`config.mk`:
```
export PLATFORM = sky130hd
export DESIGN_NAME = fetch_unit_flat
export DESIGN_NICKNAME = d
export VERILOG_FILES = /design/src/rtl/fetch_unit_if.sv /design/src/rtl/fetch_unit.sv /design/src/flat_wrapper.sv
export SDC_FILE = /design/constraint.sdc
export NUM_CORES = 1
export LEC_CHECK = 0
export ABC_AREA = 1
export CAP_MARGIN = 20
export CORE_MARGIN = 2
export CORE_UTILIZATION = 55
export CTS_CLUSTER_DIAMETER = 200
export DETAILED_ROUTE_END_ITERATION = 16
export PLACE_DENSITY = 0.85
export RECOVER_POWER = 50
export SLEW_MARGIN = 20
export SYNTH_ARGS = -nofsm -noshare
export SYNTH_HDL_FRONTEND = slang
export SYNTH_SLANG_ARGS = --single-unit
```
`constraint.sdc`:
```
create_clock -name Clk -period 8.1 [get_ports Clk]
set_input_delay 1.215 -clock Clk [delete_from_list [all_inputs] [get_ports Clk]]
set_output_delay 1.215 -clock Clk [all_outputs]
set_load 0.03 [all_outputs]
```
`src/rtl/fetch_unit_if.sv`:
```
// rtl/fetch_unit_if.sv - fetch_unit control, target-table and status signal bundle
//
// Purpose: groups every non-clock, non-reset signal of fetch_unit.
// Ports (fields):
//   Start, jump_en, branch_en, halt, stall  - control inputs to the fetch unit
//   lut_idx                                 - target-table read index
//   lut_we, lut_waddr, lut_wdata            - target-table write port
//   prog_ctr, fetch_valid, done, cycle_count - fetch unit status outputs
// Modports: master drives the controls and observes status; slave is the fetch unit.
interface fetch_unit_if #(
    parameter int PC_W   = 10,
    parameter int LUT_AW = 5
);
    logic              Start;
    logic              jump_en;
    logic              branch_en;
    logic              halt;
    logic              stall;
    logic [LUT_AW-1:0] lut_idx;
    logic              lut_we;
    logic [LUT_AW-1:0] lut_waddr;
    logic [PC_W-1:0]   lut_wdata;
    logic [PC_W-1:0]   prog_ctr;
    logic              fetch_valid;
    logic              done;
    logic [15:0]       cycle_count;

    modport master (
        output Start, jump_en, branch_en, halt, stall, lut_idx,
               lut_we, lut_waddr, lut_wdata,
        input  prog_ctr, fetch_valid, done, cycle_count
    );

    modport slave (
        input  Start, jump_en, branch_en, halt, stall, lut_idx,
               lut_we, lut_waddr, lut_wdata,
        output prog_ctr, fetch_valid, done, cycle_count
    );
endinterface

```
`src/rtl/fetch_unit.sv`:
```
// rtl/fetch_unit.sv - program counter and fetch sequencer with jump/branch target table
//
// Purpose: holds the PC, steps it every RUN cycle, resolves absolute jumps and
// PC-relative branches through a loadable target table, and runs an
// IDLE/RUN/HALTED sequencer that reports done and a RUN cycle count.
// Ports:
//   Clk    - clock, all state updates on the rising edge
//   Reset  - synchronous, active-high reset
//   bus    - fetch_unit_if.slave: controls, target-table write port, status
module fetch_unit #(
    parameter int              PC_W       = 10,
    parameter int              LUT_AW     = 5,
    parameter logic [PC_W-1:0] START_ADDR = '0
) (
    input  logic         Clk,
    input  logic         Reset,
    fetch_unit_if.slave  bus
);

    typedef enum logic [1:0] {
        IDLE   = 2'd0,
        RUN    = 2'd1,
        HALTED = 2'd2
    } state_t;

    localparam int LUT_N = 1 << LUT_AW;

    state_t          state, state_next;
    logic [PC_W-1:0] pc, pc_next;
    logic            done_r, done_next;
    logic [15:0]     count, count_next;
    logic [PC_W-1:0] lut [LUT_N];
    logic [PC_W-1:0] lut_rd;

    // Combinational read; a same-cycle write lands at the edge, so the read
    // sees the old entry.
    assign lut_rd = lut[bus.lut_idx];

    always_ff @(posedge Clk) begin
        if (Reset) begin
            state  <= IDLE;
            pc     <= START_ADDR;
            done_r <= 1'b0;
            count  <= 16'd0;
            for (int i = 0; i < LUT_N; i++) begin
                lut[i] <= '0;
            end
        end else begin
            state  <= state_next;
            pc     <= pc_next;
            done_r <= done_next;
            count  <= count_next;
            if (bus.lut_we) begin
                lut[bus.lut_waddr] <= bus.lut_wdata;
            end
        end
    end

    always_comb begin
        state_next = state;
        pc_next    = pc;
        done_next  = done_r;
        count_next = count;
        case (state)
            RUN: begin
                // Every RUN cycle counts, stalled or halting included.
                if (count != 16'hFFFF) begin
                    count_next = count + 16'd1;
                end
                if (!bus.stall) begin
                    if (bus.halt) begin
                        state_next = HALTED;
                        done_next  = 1'b1;
                    end else if (bus.jump_en) begin
                        pc_next = lut_rd;
                    end else if (bus.branch_en) begin
                        // Entry is a two's-complement offset; modulo wrap is intended.
                        pc_next = pc + lut_rd;
                    end else begin
                        pc_next = pc + 1'b1;
                    end
                end
            end
            default: begin
                if (bus.Start) begin
                    state_next = RUN;
                    pc_next    = START_ADDR;
                    done_next  = 1'b0;
                    count_next = 16'd0;
                end
            end
        endcase
    end

    assign bus.prog_ctr    = pc;
    assign bus.fetch_valid = (state == RUN);
    assign bus.done        = done_r;
    assign bus.cycle_count = count;

endmodule

```
`src/flat_wrapper.sv`:
```
// flat-port wrapper written by rule: the top's interface ports become plain ports
module fetch_unit_flat 
#(
    parameter int              PC_W       = 10,
    parameter int              LUT_AW     = 5,
    parameter logic [PC_W-1:0] START_ADDR = '0
)
  (Clk, Reset, bus_Start, bus_jump_en, bus_branch_en, bus_halt, bus_stall, bus_lut_idx, bus_lut_we, bus_lut_waddr, bus_lut_wdata, bus_prog_ctr, bus_fetch_valid, bus_done, bus_cycle_count);
  fetch_unit_if #(.PC_W(PC_W), .LUT_AW(LUT_AW)) bus_i ();
  input  logic Clk;
  input  logic Reset;
  input wire logic [$bits(bus_i.Start)-1:0] bus_Start;
  input wire logic [$bits(bus_i.jump_en)-1:0] bus_jump_en;
  input wire logic [$bits(bus_i.branch_en)-1:0] bus_branch_en;
  input wire logic [$bits(bus_i.halt)-1:0] bus_halt;
  input wire logic [$bits(bus_i.stall)-1:0] bus_stall;
  input wire logic [$bits(bus_i.lut_idx)-1:0] bus_lut_idx;
  input wire logic [$bits(bus_i.lut_we)-1:0] bus_lut_we;
  input wire logic [$bits(bus_i.lut_waddr)-1:0] bus_lut_waddr;
  input wire logic [$bits(bus_i.lut_wdata)-1:0] bus_lut_wdata;
  output wire logic [$bits(bus_i.prog_ctr)-1:0] bus_prog_ctr;
  output wire logic [$bits(bus_i.fetch_valid)-1:0] bus_fetch_valid;
  output wire logic [$bits(bus_i.done)-1:0] bus_done;
  output wire logic [$bits(bus_i.cycle_count)-1:0] bus_cycle_count;
  assign bus_i.Start = bus_Start;
  assign bus_i.jump_en = bus_jump_en;
  assign bus_i.branch_en = bus_branch_en;
  assign bus_i.halt = bus_halt;
  assign bus_i.stall = bus_stall;
  assign bus_i.lut_idx = bus_lut_idx;
  assign bus_i.lut_we = bus_lut_we;
  assign bus_i.lut_waddr = bus_lut_waddr;
  assign bus_i.lut_wdata = bus_lut_wdata;
  assign bus_prog_ctr = bus_i.prog_ctr;
  assign bus_fetch_valid = bus_i.fetch_valid;
  assign bus_done = bus_i.done;
  assign bus_cycle_count = bus_i.cycle_count;
  fetch_unit #(.PC_W(PC_W), .LUT_AW(LUT_AW), .START_ADDR(START_ADDR)) u_core (.Clk(Clk), .Reset(Reset), .bus(bus_i));
endmodule
```
* Yosys cells after proc, flatten, opt, wreduce, memory -nomap -nowiden *
Memories as Yosys holds them, arrays and structs flattened.
Cells that the tools add are included.

word-level totals
  memories = 1
  input port bits = 28
  bits in writable memories = 320
  output and inout port bits = 28
  register bits = 29

memories
  memory      depth  bits a word  rd ports  clocked after Yosys merged registers in  wr ports  RTL line          RTL
  u_core.lut  32     10           1         0                                        32        fetch_unit.sv:32  logic [PC_W-1:0] lut [LUT_N];

operators by class
  multiplexer cells = 25
  add/subtract/negate cells = 3
  equality and inequality tests = 6
  reduce and logical (&&, ||, !) cells = 5

operators with widths
  kind                                                                      count
  10-bit 2-to-1 mux                                                         7
  16-bit 2-to-1 mux                                                         3
  16-bit by 1-bit adder with 16-bit output (second input constant)          1
  16-bit inequality test (second input constant)                            1
  10-bit by 1-bit adder with 10-bit output (second input constant)          1
  10-bit adder                                                              1
  1-bit 2-to-1 mux                                                          10
  10-bit OR reduction                                                       1
  2-bit 2-to-1 mux                                                          4
  2-bit inequality test (second input constant)                             3
  3-bit AND reduction                                                       2
  5-bit 2-to-1 mux                                                          1
  2-bit by 1-bit == test with 1-bit output (second input constant)          1
  2-bit by 1-bit inequality test with 1-bit output (second input constant)  1
  2-bit AND reduction                                                       1
  2-bit nonzero test                                                        1

* Logic depth before layout (Yosys ltp) *
Gate-level depths: netlist of run 1.
An unclocked memory read counts as a cell.

  word-level depth = 7
  mapped depth = 26

* Least setup slack after synthesis of run 1 *
No wires, ideal clock.

  kind = input port to flip-flop
  start = in bus_lut_idx[0]
  end = reg u_core.pc[8] (netlist: u_core.bus.prog_ctr[8])
  path slack = 4498 ps
  arrival time = 3469 ps
  cell stages on the path = 19
  path through = buf_6 > buf_6 > buf_2 > o21ai_0 > nor2_1 > o31ai_1 > nand3_1 > nand2_1 > nand2_1 > ha_1 > fa_1 > nand3_1 > nand2_1 > nand4_1 > nand3_1 > a21oi_1 > o21ai_0 > nand3_1 > a21oi_1

on the way
  word-level cells in the longest chain between the ends = 7

RTL lines
  element                 RTL line            RTL
  from (decl)             flat_wrapper.sv:17  input wire logic [$bits(bus_i.lut_idx)-1:0] bus_lut_idx;
  memory 32 x 10 bit (*)  --
  10-bit adder            fetch_unit.sv:78    pc_next = pc + lut_rd;
  10-bit 2-to-1 mux       fetch_unit.sv:76    end else if (bus.branch_en) begin
  10-bit 2-to-1 mux (*)   fetch_unit.sv:74    end else if (bus.jump_en) begin
  10-bit 2-to-1 mux (*)   fetch_unit.sv:71    if (bus.halt) begin
  10-bit 2-to-1 mux (*)   fetch_unit.sv:70    if (!bus.stall) begin
  10-bit 2-to-1 mux (*)   fetch_unit.sv:64    case (state)
  to (signal assigned)    fetch_unit.sv:50    pc <= pc_next;
  to (decl)               fetch_unit.sv:29    logic [PC_W-1:0] pc, pc_next;

Every way passes the cells marked *; elsewhere a longest branch is shown, timed or not. The select of a mux whose other input is x is not followed.
A chain may end at the register's enable or synchronous reset.

==> results of run 1 <==
==> registers in the layout, summed over array words and instances, names as in the netlist <==
register / cells
u_core.lut: 320
u_core.bus.cycle_count: 16
u_core.bus.prog_ctr: 10
u_core.bus.done: 1
u_core.state: 1
==> critical path, delay by kind of cell <==
kind                   cells  cell delay, ns
AND/OR/NAND/NOR            4            3.42
buffers and inverters      2            1.07
==> per-stage QoR <==
| stage | instances | area (um^2) | utilization | power [mW] |
|---|---|---|---|---|
| floorplan | 1816 | 16500 | - | 2.34 |
| global placement | 2142 | 17100 | 0.575 | 2.45 |
| detailed placement | 2142 | 17100 | 0.575 | 2.46 |
| CTS | 2207 | 18200 | 0.614 | 4.06 |
| global route | 2208 | 18200 | 0.613 | 4.17 |
| finish | 2208 | 18200 | 0.613 | 4.06 |
==> layer usage <==
| metal | wire [um] | global-route usage |
|---|---|---|
| met1 | 15400 | 0.375 |
| met2 | 20400 | 0.444 |
| met3 | 5810 | 0.0538 |
| met4 | 1710 | 0.119 |
| met5 | 0 | 0 |
==> power breakdown <==
part	total, mW	internal, mW	switching (mW)
combinational	0.359	0.0911	0.268
clock	1.62	0.919	0.705
sequential	2.08	2.05	0.0292
total	4.06	3.06	1.00
==> synth_stat cells (2+ instances only) <==
library cell	n	area [um^2]
or2_2	2	12.5
o211ai_1	7	52.6
xor2_1	6	52.6
nor3_2	6	60.1
nand3_1	251	1260
edfxtp_1	320	9610
ha_1	10	125
buf_4	13	97.6
a21oi_1	50	250
o21ai_1	7	35.0
clkinv_1	3	11.3
clkbuf_1	81	304
nand4_1	6	37.5
inv_1	44	165
dfxtp_1	28	561
o31ai_1	3	22.5
buf_6	9	101
nand3b_1	2	15.0
xnor2_1	4	35.0
nor3_1	11	55.1
nand2_1	526	1970
nor4_1	2	12.5
o21ai_0	14	70.1
inv_2	3	11.3
buf_2	30	150
nand2_2	2	12.5
buf_1	3	11.3
nor2_1	365	1370
==> cells by family (layout without fill, tap and decap cells) <==
family                   Yosys count  in the layout  share of synthesized area
AND/OR/NAND/NOR                 1174           1174                      0.291
buffers and inverters            187            189                     0.0519
AO/OA/AOI/OAI                     86             86                     0.0284
adder cells (fa/ha/maj)           11             11                    0.00877
flip-flops                       348            348                      0.615
XOR/XNOR                          10             10                    0.00529
==> worst max-delay path by stage <==
stage               cells past startpoint                endpoint  slack [ns]      startpoint
CTS                                    23  u_core.bus.prog_ctr[9]        3.48  bus_lut_idx[0]
global placement                       23  u_core.bus.prog_ctr[9]        3.03  bus_lut_idx[0]
global route                            6       u_core.lut[30][3]        2.54           Reset
detailed placement                     23  u_core.bus.prog_ctr[9]        2.95  bus_lut_idx[0]
finish                                  6       u_core.lut[26][8]        2.54           Reset
floorplan                              19  u_core.bus.prog_ctr[8]        4.50  bus_lut_idx[0]
==> cell type report <==
type                            instances  area, um^2
Inverter                               51         194
Timing Repair Buffer                   73         683
Multi-Input combinational cell       1281        5490
Fill cell                            2436       11500
Clock inverter                         21         175
Clock buffer                           44         962
Sequential cell                       348       10200
Tap cell                              390         488
==> impl_metrics.py, run 1 <==
metrics = {
    "yosys": {
        "ys_seq_elements": 348,
        "syn-cell-area_mm2": 0.0165,
        "yosysWarnings": 0,
        "ys_async_sr_fraction": 0,
        "synth_edf_count": 320,
        "ys.flop_type": "edfxtp_1",
        "synth_nets": 1855,
        "synth_seq_area_share": 0.615,
        "netlist_instances": 1816,
        "ys_types": 36,
        "syn_avg_cell_area_um2": 9.11,
    },
    "timing": {
        "fin_ws_ns": 2.54,
        "fin_hold_ws_ns": 0.489,
        "rsz0062_at_grt": "no",
        "slew_violations": 61,
        "setup_viol": 0,
        "fmax_ghz": 0.180,
        "layout_min_cycle_time_ns": 5.56,
        "hold_violations": 0,
        "tightest_slew_ns": 2.36,
        "setup_tns_ns": 0,
        "relSlewSlack": -0.588,
        "skew_ns": 0.0200,
        "period_share": 0.686,
    },
    "clock_network": {
        "cts_inserted_buffers": 37,
        "post_cts_buffers": 0,
        "ctsResizeCount": 0,
        "cts.clk_slew.worst_paths_ns": 0.06,
        "cts_tree": "yes",
        "clkLatencyLatePin_ns": 0.54,
        "cts_root_buffer": "clkbuf_16",
        "htree_levels": 2,
        "clock_sinks": 348,
        "cts_hold_buf": 0,
        "clock_path_buffers": 3,
    },
    "placed_design": {
        "dp_slack_ns": 2.95,
        "place_congestion": 0.920,
        "place_hpwl_um": 26200,
        "portBuffers": 55,
    },
    "floorplan": {
        "core.rowCount": 63,
        "pin_count": 56,
        "die_h_um": 177,
        "dieWidth_um": 177,
        "start_util": 0.558,
        "die-area_mm2": 0.0315,
        "coreArea_mm2": 0.0296,
    },
    "global_routing": {
        "grt_overflow": 0,
        "grt_max_degree": 143,
        "grt_use_total": 0.279,
        "antenna_found_initial": 0,
        "grt_pass1_vias": 12515,
        "grt_pass1_wl_um": 67500,
    },
    "worst_hold_path": {
        "min_path_type": "register to register",
        "hp-start": "u_core.bus.prog_ctr[8]",
        "holdPathEnd": "u_core.bus.prog_ctr[8]",
        "whs_path_depth": 2,
    },
    "route": {
        "wl_per_cell_um": 19.6,
        "detail-route-antenna-nets": 0,
        "wirelength_um": 43300,
        "firstDrtPassIters": 6,
        "drt-vias-per-instance": 5.97,
        "vias": 13178,
        "drtIter0Drc": 2024,
        "route.detailed.drc": 0,
    },
    "setup_path": {
        "slowest_stage": "nor3_1",
        "crit_path_cell_trace": "dlygate4sd3_1 > inv_1 > nand2_1 > nor3_1 > nand2_1 > nand2_1",
        "crit_arrival_ns": 5.73,
        "r2r_cells": 16,
        "worstSetupEndpointType": "register",
        "r2r_start": "u_core.lut[4][0]",
        "path_common_cell": "nand2_1",
        "regToRegSetupSlack_ns": 5.10,
        "cpPeakStageDelay_ns": 1.78,
        "start_kind": "primary input",
        "r2r-end": "u_core.bus.prog_ctr[8]",
        "critPathKind": "primary input to register",
        "crit_path_max_fanout": 22,
        "required_ns": 8.27,
    },
    "finish": {
        "nNetsFinal": 1831,
        "final_layout_size_suffix_gt1_frac": 0.0435,
        "final_cell_mix": "527 x nand2_1, 365 x nor2_1, 320 x edfxtp_1, 251 x nand3_1, 50 x a21oi_1",
        "final_common_cell": "nand2_1",
        "area_delta_synth_final_pct": 9.80,
        "diodes": 0,
    },
    "pwr": {
        "p_per_area_mw_per_mm2": 224,
        "vdd_drop_max_mv": 0.205,
        "leakagePower_nw": 7.20,
    },
    "outcome": {
        "status": "complete, but fails checks",
        "failed_checks": "capacitance limit, slew limit",
    },
    "flow_run": {
        "drv_cap": 4,
    },
}
Note: power is estimated with default switching activity, not from simulation.
==> run 2, diff against run 1 <==
==> constraint.sdc (replaced) <==
create_clock -name Clk -period 5.8 [get_ports Clk]
set_input_delay 0.87 -clock Clk [delete_from_list [all_inputs] [get_ports Clk]]
set_output_delay 0.87 -clock Clk [all_outputs]
set_load 0.03 [all_outputs]
==> run 2 against run 1 <==
  * Utilization up 0.084 points
  * Critical endpoint is now u_core.lut[29][6]
  * Flip-flop and latch count unchanged
  * Worst hold slack worse by 0.0021 ns
  * Critical path type unchanged
  * Sequential power up 39%
  * The run still ends with capacitance limit, slew limit left
  * Non-clock buffer count up 8
  * Routed wire length up 1.1%
  * First-iteration DRC count down 10%
  * Die area unchanged
  * Worst setup slack worse by 1.8 ns
  * Largest cell class unchanged
==> impl_metrics.py, run 2 (synthesized netlist as in run 1, its figures left out) <==
metrics = {
    "outcome": {
        "status": "complete, but fails checks",
        "failed_checks": "capacitance limit, slew limit",
    },
    "worst_hold_path": {
        "min_path_type": "register to register",
        "hp-start": "u_core.bus.prog_ctr[8]",
    },
    "setup_path": {
        "critical-path-top-delay-family": "simple AND/OR/NAND/NOR gates",
        "critPathKind": "primary input to register",
        "required_ns": 5.96,
        "crit_path_max_fanout": 22,
        "path_common_cell": "nand2_1",
        "crit_path_cell_trace": "dlygate4sd3_1 > clkbuf_1 > inv_1 > nand2_1 > nor3_1 > nand2_1 > nand2_1",
        "slowest_stage": "nor3_1",
        "critical_path_buf_inv_count": 3,
        "cpPeakStageDelay_ns": 1.49,
        "startpoint": "Reset",
        "start_kind": "primary input",
        "worstSetupEndpointType": "register",
        "r2r_start": "u_core.lut[22][0]",
        "crit_arrival_ns": 5.18,
    },
    "timing": {
        "setup_tns_ns": 0,
        "setup_viol": 0,
        "skew_ns": 0.0197,
        "period_share": 0.866,
        "fmax_ghz": 0.199,
        "relSlewSlack": -0.539,
        "slew_violations": 52,
        "layout_min_cycle_time_ns": 5.02,
        "rsz0062_at_grt": "no",
        "hold_violations": 0,
        "tightest_slew_ns": 2.31,
    },
    "placed_design": {
        "place_hpwl_um": 26800,
        "portBuffers": 55,
        "place_congestion": 0.979,
        "place_inst": 2151,
    },
    "floorplan": {
        "die_h_um": 177,
        "start_util": 0.558,
        "pin_count": 56,
        "dieWidth_um": 177,
        "core.rowCount": 63,
        "die-area_mm2": 0.0315,
        "coreArea_mm2": 0.0296,
    },
    "route": {
        "drt-vias-per-instance": 5.98,
        "route.detailed.drc": 0,
        "top_layer": "met4",
        "vias": 13255,
        "wl_met3_um": 5260,
        "drtIter0Drc": 1812,
        "detail-route-antenna-nets": 0,
        "wl_met1_um": 16200,
        "firstDrtPassIters": 6,
        "wl_per_cell_um": 19.7,
        "wl_met2_um": 20700,
        "wirelength_um": 43800,
    },
    "clock_network": {
        "post_cts_buffers": 0,
        "cts_hold_buf": 0,
        "clock_path_buffers": 3,
        "cts_root_buffer": "clkbuf_16",
        "htree_levels": 2,
        "clkLatencyLatePin_ns": 0.54,
        "ctsResizeCount": 0,
        "cts_inserted_buffers": 37,
        "cts_tree": "yes",
        "cts.clk_slew.worst_paths_ns": 0.06,
        "clock_sinks": 348,
    },
    "global_routing": {
        "grt_pass1_wl_um": 68300,
        "grt_overflow": 0,
        "grt_max_degree": 94,
        "grt_pass1_vias": 12417,
        "antenna_found_initial": 0,
        "grt_use_total": 0.282,
    },
    "finish": {
        "nNetsFinal": 1839,
        "area_delta_synth_final_pct": 9.95,
        "diodes": 0,
        "final_layout_size_suffix_gt1_frac": 0.0438,
        "final_common_cell": "nand2_1",
        "layout.cells.non_filler": 2218,
        "final_cell_mix": "527 x nand2_1, 365 x nor2_1, 320 x edfxtp_1, 251 x nand3_1, 50 x a21oi_1",
        "largest_reg_flops": 320,
        "fillers": 2397,
        "regMostFlops": "u_core.lut",
    },
    "pwr": {
        "vdd_drop_max_mv": 0.278,
        "leakagePower_nw": 7.22,
        "p_sw_mw": 1.39,
        "clock_power_share": 0.397,
        "p_per_area_mw_per_mm2": 311,
        "p_seq_frac": 0.514,
        "pwr-share-comb": 0.090,
        "p_int_mw": 4.26,
        "p_sw_frac": 0.246,
    },
    "flow_run": {
        "drv_cap": 3,
    },
}
==> run 2: per-layer routing <==
layer,track usage,vias up
li1,-,5998
met1,0.380,6219
met2,0.449,893
met3,0.0621,145
met4,0.110,0
met5,0,-
==> run 2: area by class of cell <==
class | instances | area, um^2 | share of cell area
flip-flops and latches | 348 | 10200 | 0.559
repair buffers | 81 | 719 | 0.0395
multi-input cells | 1281 | 5490 | 0.302
clock inverters | 22 | 179 | 0.00984
inverters | 51 | 194 | 0.0107
clock buffers | 45 | 956 | 0.0525
well taps | 390 | 488 | 0.0268
==> run 2: worst paths after layout <==
check / endpoint / slack (ns) / depth (start not counted)
worst max-delay path: u_core.lut[29][6] / 0.78 / 7
worst min-delay path: u_core.bus.prog_ctr[8] / 0.49 / 2
worst max register to register: u_core.bus.prog_ctr[8] / 2.96 / 16
worst min register to register: u_core.bus.prog_ctr[8] / 0.49 / 2
==> run 2: metrics by stage <==
stage / area, um^2 / hold WS, ns / power [mW] / setup WS [ns] / util
detailed placement: 17100 / 0.486 / 3.45 / 1.25 / 0.577
CTS: 18200 / 0.494 / 5.65 / 1.77 / 0.615
global route: 18200 / 0.508 / 5.81 / 0.735 / 0.614
finish: 18200 / 0.487 / 5.65 / 0.780 / 0.614
floorplan: 16500 / 0.510 / 3.27 / 2.54 / -
global placement: 17100 / 0.480 / 3.43 / 1.26 / 0.577
==> run 2: worst min-delay path: stages, from the launching register on <==
cell and delay (ns):
dfxtp_1 0.32, nand2_1 0.06, a21oi_1 0.05
==> run 2: power groups by stage <==
stage | logic [mW] | clock network, mW | registers, mW
floorplan | 0.329 | 0 | 2.94
global placement | 0.485 | 0 | 2.95
detailed placement | 0.494 | 0 | 2.95
CTS | 0.498 | 2.25 | 2.90
global route | 0.547 | 2.35 | 2.91
finish | 0.507 | 2.24 | 2.90
